`config.mk`:
```
export PLATFORM = sky130hd
export DESIGN_NAME = gfdiv_seq_flat
export DESIGN_NICKNAME = d
export VERILOG_FILES = /design/src/rtl/gfdiv_seq_if.sv /design/src/rtl/gfdiv_seq.sv /design/src/flat_wrapper.sv
export SDC_FILE = /design/constraint.sdc
export NUM_CORES = 1
export LEC_CHECK = 0
export CAP_MARGIN = 40
export CORE_MARGIN = 5
export CORE_UTILIZATION = 30
export DETAILED_ROUTE_END_ITERATION = 16
export GPL_ROUTABILITY_DRIVEN = 0
export GPL_TIMING_DRIVEN = 0
export PLACE_DENSITY_LB_ADDON = 0.15
export SKIP_LAST_GASP = 1
export SLEW_MARGIN = 10
export SYNTH_ARGS = -nofsm -noshare
export SYNTH_HDL_FRONTEND = slang
export SYNTH_SLANG_ARGS = --single-unit
```
`constraint.sdc`:
```
create_clock -name clk -period 8.85 [get_ports clk]
set_input_delay 2.2125 -clock clk [delete_from_list [all_inputs] [get_ports clk]]
set_output_delay 2.2125 -clock clk [all_outputs]
set_load 0.005 [all_outputs]
```
`src/rtl/gfdiv_seq_if.sv`:
```
// Handshake and operand bundle for the sequential GF(2^m) divider.
// master: requester side (drives start/operands); slave: the divider.
interface gfdiv_seq_if #(
  parameter int W = 4
);
  logic         start;
  logic [2:0]   m;
  logic [W:0]   p;
  logic [W-1:0] a;
  logic [W-1:0] b;
  logic         busy;
  logic         done;
  logic [W-1:0] quo;
  logic         dz;
  logic         cfg_err;
  logic         chk_fail;

  modport master (
    output start, m, p, a, b,
    input  busy, done, quo, dz, cfg_err, chk_fail
  );

  modport slave (
    input  start, m, p, a, b,
    output busy, done, quo, dz, cfg_err, chk_fail
  );
endinterface

```
`src/rtl/gfdiv_seq.sv`:
```
// Sequential GF(2^m) divider: quo = a * b^-1 mod p, 2 <= m <= W.
// The inverse is b^(2^m-2), built by m-1 square-and-multiply steps.
// Optional macro GFDIV_SELFCHK_EN adds a CHK state that multiplies the
// quotient back by b and flags chk_fail on mismatch with a.
module gfdiv_seq #(
  parameter int W = 4
) (
  input  logic        clk,
  input  logic        rst_n,
  gfdiv_seq_if.slave  bus
);

  typedef enum logic [2:0] {
    ST_IDLE = 3'd0,
    ST_ITER = 3'd1,
    ST_FIN  = 3'd2,
    ST_CHK  = 3'd3,
    ST_ERR  = 3'd4
  } state_t;

  // Carry-less product of two m-bit values, reduced MSB-first by p.
  function automatic logic [W-1:0] gf_mul(input logic [W-1:0] x,
                                          input logic [W-1:0] y,
                                          input logic [2:0]   mm,
                                          input logic [W:0]   pp);
    logic [2*W-2:0] prod;
    logic [2*W-2:0] poly;
    prod = '0;
    poly = {{(W-2){1'b0}}, pp};
    for (int i = 0; i < W; i++) begin
      if (y[i]) prod = prod ^ ({{(W-1){1'b0}}, x} << i);
    end
    for (int i = 2*W-2; i >= 0; i--) begin
      if ((i >= int'(mm)) && prod[i]) prod = prod ^ (poly << (i - int'(mm)));
    end
    return prod[W-1:0];
  endfunction

  // Ones in the low m bit positions; operand bits at or above m are dropped.
  function automatic logic [W-1:0] field_mask(input logic [2:0] mm);
    logic [W-1:0] msk;
    for (int i = 0; i < W; i++) msk[i] = (i < int'(mm));
    return msk;
  endfunction

  state_t       state_q, state_d;
  logic [2:0]   m_q, m_d;
  logic [W:0]   p_q, p_d;
  logic [W-1:0] a_q, a_d;
  logic [W-1:0] s_q, s_d;
  logic [W-1:0] r_q, r_d;
  logic [2:0]   cnt_q, cnt_d;
  logic [1:0]   errk_q, errk_d;   // [1] config error, [0] divide by zero
  logic         busy_q, busy_d;
  logic         done_q, done_d;
  logic [W-1:0] quo_q, quo_d;
  logic         dz_q, dz_d;
  logic         cfg_err_q, cfg_err_d;
`ifdef GFDIV_SELFCHK_EN
  logic [W-1:0] b_q, b_d;
  logic         chk_fail_q, chk_fail_d;
`endif

  logic [W-1:0] in_mask_s;
  logic [W-1:0] b_in_s;
  logic         cfg_bad_s;
  logic [W-1:0] sq_s;

  assign in_mask_s = field_mask(bus.m);
  assign b_in_s    = bus.b & in_mask_s;
  assign cfg_bad_s = (int'(bus.m) < 2) || (int'(bus.m) > W);
  assign sq_s      = gf_mul(s_q, s_q, m_q, p_q);

  // State and datapath registers; async reset clears every output.
  always_ff @(posedge clk or negedge rst_n) begin
    if (!rst_n) begin
      state_q    <= ST_IDLE;
      m_q        <= 3'd0;
      p_q        <= '0;
      a_q        <= '0;
      s_q        <= '0;
      r_q        <= '0;
      cnt_q      <= 3'd0;
      errk_q     <= 2'b00;
      busy_q     <= 1'b0;
      done_q     <= 1'b0;
      quo_q      <= '0;
      dz_q       <= 1'b0;
      cfg_err_q  <= 1'b0;
`ifdef GFDIV_SELFCHK_EN
      b_q        <= '0;
      chk_fail_q <= 1'b0;
`endif
    end else begin
      state_q    <= state_d;
      m_q        <= m_d;
      p_q        <= p_d;
      a_q        <= a_d;
      s_q        <= s_d;
      r_q        <= r_d;
      cnt_q      <= cnt_d;
      errk_q     <= errk_d;
      busy_q     <= busy_d;
      done_q     <= done_d;
      quo_q      <= quo_d;
      dz_q       <= dz_d;
      cfg_err_q  <= cfg_err_d;
`ifdef GFDIV_SELFCHK_EN
      b_q        <= b_d;
      chk_fail_q <= chk_fail_d;
`endif
    end
  end

  // Next-state and datapath update; done is a single-cycle pulse.
  always_comb begin
    state_d    = state_q;
    m_d        = m_q;
    p_d        = p_q;
    a_d        = a_q;
    s_d        = s_q;
    r_d        = r_q;
    cnt_d      = cnt_q;
    errk_d     = errk_q;
    busy_d     = busy_q;
    done_d     = 1'b0;
    quo_d      = quo_q;
    dz_d       = dz_q;
    cfg_err_d  = cfg_err_q;
`ifdef GFDIV_SELFCHK_EN
    b_d        = b_q;
    chk_fail_d = chk_fail_q;
`endif
    case (state_q)
      ST_IDLE: begin
        if (bus.start) begin
          m_d       = bus.m;
          p_d       = bus.p;
          a_d       = bus.a & in_mask_s;
          s_d       = b_in_s;
          r_d       = {{(W-1){1'b0}}, 1'b1};
          cnt_d     = 3'd0;
          busy_d    = 1'b1;
          dz_d      = 1'b0;
          cfg_err_d = 1'b0;
`ifdef GFDIV_SELFCHK_EN
          b_d        = b_in_s;
          chk_fail_d = 1'b0;
`endif
          if (cfg_bad_s) begin
            errk_d  = 2'b10;
            state_d = ST_ERR;
          end else if (b_in_s == '0) begin
            errk_d  = 2'b01;
            state_d = ST_ERR;
          end else begin
            errk_d  = 2'b00;
            state_d = ST_ITER;
          end
        end else begin
          state_d = ST_IDLE;
        end
      end
      ST_ITER: begin
        // After step i: s = b^(2^i), r = prod_{j=1..i} b^(2^j)
        s_d   = sq_s;
        r_d   = gf_mul(r_q, sq_s, m_q, p_q);
        cnt_d = cnt_q + 3'd1;
        if (cnt_q == (m_q - 3'd2)) begin
          state_d = ST_FIN;
        end else begin
          state_d = ST_ITER;
        end
      end
      ST_FIN: begin
        quo_d = gf_mul(a_q, r_q, m_q, p_q);
`ifdef GFDIV_SELFCHK_EN
        state_d = ST_CHK;
`else
        done_d  = 1'b1;
        busy_d  = 1'b0;
        state_d = ST_IDLE;
`endif
      end
      ST_CHK: begin
`ifdef GFDIV_SELFCHK_EN
        chk_fail_d = (gf_mul(quo_q, b_q, m_q, p_q) != a_q);
        done_d     = 1'b1;
`endif
        busy_d  = 1'b0;
        state_d = ST_IDLE;
      end
      ST_ERR: begin
        quo_d     = '0;
        cfg_err_d = errk_q[1];
        dz_d      = errk_q[0] & ~errk_q[1];
        done_d    = 1'b1;
        busy_d    = 1'b0;
        state_d   = ST_IDLE;
      end
      default: begin
        busy_d  = 1'b0;
        state_d = ST_IDLE;
      end
    endcase
  end

  assign bus.busy    = busy_q;
  assign bus.done    = done_q;
  assign bus.quo     = quo_q;
  assign bus.dz      = dz_q;
  assign bus.cfg_err = cfg_err_q;
`ifdef GFDIV_SELFCHK_EN
  assign bus.chk_fail = chk_fail_q;
`else
  assign bus.chk_fail = 1'b0;
`endif

endmodule

```
`src/flat_wrapper.sv`:
```
// flat-port wrapper written by rule: the top's interface ports become plain ports
module gfdiv_seq_flat 
#(
  parameter int W = 4
)
  (clk, rst_n, bus_start, bus_m, bus_p, bus_a, bus_b, bus_busy, bus_done, bus_quo, bus_dz, bus_cfg_err, bus_chk_fail);
  gfdiv_seq_if #(.W(W)) bus_i ();
  input  logic clk;
  input  logic rst_n;
  input wire logic [$bits(bus_i.start)-1:0] bus_start;
  input wire logic [$bits(bus_i.m)-1:0] bus_m;
  input wire logic [$bits(bus_i.p)-1:0] bus_p;
  input wire logic [$bits(bus_i.a)-1:0] bus_a;
  input wire logic [$bits(bus_i.b)-1:0] bus_b;
  output wire logic [$bits(bus_i.busy)-1:0] bus_busy;
  output wire logic [$bits(bus_i.done)-1:0] bus_done;
  output wire logic [$bits(bus_i.quo)-1:0] bus_quo;
  output wire logic [$bits(bus_i.dz)-1:0] bus_dz;
  output wire logic [$bits(bus_i.cfg_err)-1:0] bus_cfg_err;
  output wire logic [$bits(bus_i.chk_fail)-1:0] bus_chk_fail;
  assign bus_i.start = bus_start;
  assign bus_i.m = bus_m;
  assign bus_i.p = bus_p;
  assign bus_i.a = bus_a;
  assign bus_i.b = bus_b;
  assign bus_busy = bus_i.busy;
  assign bus_done = bus_i.done;
  assign bus_quo = bus_i.quo;
  assign bus_dz = bus_i.dz;
  assign bus_cfg_err = bus_i.cfg_err;
  assign bus_chk_fail = bus_i.chk_fail;
  gfdiv_seq #(.W(W)) u_core (.clk(clk), .rst_n(rst_n), .bus(bus_i));
endmodule
```
==> flow_metrics.py <==
metrics = {
    "outcome": {
        "status": "finished clean",
    },
    "clock_network": {
        "cts-htree-levels": 2,
        "clock-root-buffer": "clkbuf_16",
        "clk_pin_slew_ns": 0.05,
        "cts_setup_buffers": 0,
        "cts_tree": "built",
        "numCtsBuffers": 5,
        "cts_resized": 0,
        "cts_sinks": 36,
        "cts_buffer_depth": 2,
        "insertion_delay_ns": 0.27,
        "holdBufCountCts": 0,
    },
    "layout": {
        "layout_common_cells": "85 x nand2_1, 55 x nor2_1, 49 x xnor2_1",
        "area_growth_pct": 13.8,
        "fin_cells": 872,
        "nets": 688,
        "drive_gt1_frac": 0.0915,
        "antenna_cells": 0,
        "nFillCells": 1668,
        "final_common_cell": "nand2_1",
    },
    "global_route": {
        "grt_overflow": 0,
        "grtUsageTotal": 0.173,
        "grt_start_max_net_pins": 37,
        "grt_pass1_wl_um": 25300,
        "antenna_found_initial": 0,
        "grt_pass1_vias": 4465,
    },
    "yosys": {
        "yosysTopAreaCell": "dfrtp_1",
        "synthCells": 623,
        "syn_area_per_cell_um2": 7.71,
        "synth.net_count": 655,
        "async_flop_share": 1.00,
        "synth_seq_cells": 36,
        "synth_top_area_frac": 0.187,
        "synth-edff-count": 0,
        "ys_seq_area_frac": 0.187,
        "yosys_warnings": 0,
        "ys_top_cells_by_area": "dfrtp_1 19%, xnor2_1 8.9%, nand2_1 6.6%, nor2_1 4.3%, o21ai_0 3.6%",
        "synth_top_flop_cell": "dfrtp_1",
        "synth.distinct_cells": 87,
        "syn_area_um2": 4810,
    },
    "worst_setup_path": {
        "startpoint": "u_core.m_q[2]",
        "reg2reg_from": "u_core.m_q[2]",
        "ff2ff_setup_slack_ns": 0.96,
        "crit_end": "u_core.r_q[2]",
        "crit_required_ns": 9.03,
        "path_max_fanout": 12,
        "worstSetupEndpointType": "flip-flop",
        "start_kind": "flip-flop",
        "r2r_cells": 25,
        "crit_arrival_ns": 8.08,
        "r2r-end": "u_core.r_q[2]",
        "path_class": "flip-flop to flip-flop",
    },
    "timing": {
        "finalCritPeriodShare": 0.892,
        "finalSetupViolations": 0,
        "fin_crit_ns": 7.89,
        "finClkSkew_ns": 0.00546,
        "tightest_slew_ns": 0.838,
        "slew_headroom": 0.438,
        "fmaxAchievable_mhz": 127,
        "holdWs_ns": 0.498,
        "rsz0062_at_grt": "no",
        "drv_slew": 0,
        "fin_setup_tns_ns": 0,
        "finalHoldViolations": 0,
    },
    "detailed_routing": {
        "drt-pass1-iter-count": 5,
        "vias_per_cell": 5.55,
        "vias": 4841,
        "wl_per_cell_um": 18.7,
        "wirelength_um": 16300,
        "ant_nets": 0,
        "drt_iter0_markers": 452,
        "route.detailed.drc": 0,
    },
    "power": {
        "cellLeakagePower_nw": 1.98,
        "ir_worst_vdd_mv": 0.154,
        "power_per_cell_area_nw_per_um2": 435,
    },
    "hold_path": {
        "hold_start": "u_core.bus.busy",
        "hold_path_class": "flip-flop to flip-flop",
    },
    "floorplan": {
        "rows": 46,
        "io_pins": 28,
        "die_area_um2": 18700,
        "core_area_um2": 15800,
        "die_h_um": 137,
        "die_x_um": 137,
        "initial_core_util": 0.304,
    },
    "placed_design": {
        "io_buffers": 24,
        "hpwl_um": 13100,
        "dpl.cell_count": 865,
    },
    "run": {
        "maxCapViolCount": 0,
    },
}
kinds of logic (layout without fill, tap and decap cells):
| kind of cell | Yosys count | count (layout) | synth area share |
|---|---|---|---|
| AOI/OAI and AO/OA | 162 | 162 | 0.254 |
| xor gates and xnor gates | 67 | 67 | 0.144 |
| adders and majority gates | 13 | 13 | 0.0338 |
| buffers and inverters | 48 | 81 | 0.0474 |
| DFF | 36 | 36 | 0.187 |
| muxes | 24 | 24 | 0.0534 |
| other | 1 | 1 | 0.000780 |
| and+or+nand+nor | 272 | 272 | 0.279 |
flip-flops by register name, summed over array words and instances, names as in the netlist:
name / cells
u_core.cnt_q: 3
u_core.bus.done: 1
u_core.errk_q: 2
u_core.bus.quo: 4
u_core.p_q: 5
u_core.bus.dz: 1
u_core.state_q: 3
u_core.bus.cfg_err: 1
u_core.s_q: 4
u_core.a_q: 4
u_core.r_q: 4
u_core.bus.busy: 1
u_core.m_q: 3
how the worst min path moves through the flow:
stage               cells past startpoint  slack [ns]               end
CTS                                     1        0.50   u_core.bus.busy
detailed placement                      1        0.48   u_core.bus.busy
global placement                        1        0.48   u_core.bus.busy
floorplan                               2        0.45  u_core.errk_q[0]
global route                            1        0.53   u_core.bus.busy
finish                                  1        0.50   u_core.bus.busy
stage by stage:
step                      setup WS (ns)  power [mW]  instance area [um2]  utilization
after floorplan                    2.37        1.65                 4810            -
after global placement             1.18        2.17                 5320        0.336
after detailed placement           1.11        2.18                 5340        0.337
after CTS                          1.06        2.36                 5470        0.346
after global routing              0.557        2.55                 5470        0.346
final                             0.957        2.38                 5470        0.346
power breakdown:
| part | leakage, nW | switching, mW | internal (mW) |
|---|---|---|---|
| clock | 0.0667 | 0.0604 | 0.102 |
| sequential | 0.460 | 0.0751 | 0.229 |
| combinational | 1.46 | 1.21 | 0.699 |
| total | 1.98 | 1.35 | 1.03 |
final cells by class:
class | count | area [um2] | area share
Tap cell | 216 | 270 | 0.0494
Clock buffer | 6 | 129 | 0.0236
Inverter | 13 | 48.8 | 0.00892
Clock inverter | 1 | 5.00 | 0.000915
Buffer | 35 | 179 | 0.0327
Timing Repair Buffer | 26 | 260 | 0.0476
Sequential cell | 36 | 901 | 0.165
Multi-Input combinational cell | 539 | 3680 | 0.672
synth_stat cells (8+ instances only):
library cell	instances
nor3_1	19
and2_1	13
nor2b_1	8
clkbuf_1	20
xor2_1	10
nand2_1	85
a21oi_1	19
o21ai_0	35
or3_1	8
mux2_2	11
nor2_1	55
inv_1	13
ha_1	13
o211ai_1	10
mux2i_1	11
nand4_1	11
xnor2_1	49
a22o_1	10
dfrtp_1	36
nand3_1	28
critical path, stage by stage (launching register included):
cell      delay, ns
dfrtp_1        0.64
inv_1          0.29
ha_1           0.36
clkbuf_2       0.22
mux2_1         0.35
nand3_1        0.11
o211a_1        0.32
or3_1          0.17
a32oi_2        0.19
o41ai_1        0.46
a21oi_2        0.17
nor4_1         0.56
nor4_1         0.15
a311oi_1       0.43
xnor3_2        0.44
nor3_1         0.23
xnor2_1        0.18
xnor3_1        0.40
or3_1          0.43
o211ai_4       0.38
o31ai_2        0.10
a32oi_2        0.32
xor2_2         0.27
nand2_1        0.11
xnor3_1        0.35
o21ai_1        0.16
metal layers:
layer	up-vias	global-route usage	routed length, um
li1	2331	-	-
met1	2343	0.250	7750
met2	151	0.286	7540
met3	16	0.00919	747
met4	0	0.0381	290
met5	-	0	0
(Power assumes the default switching activity.)
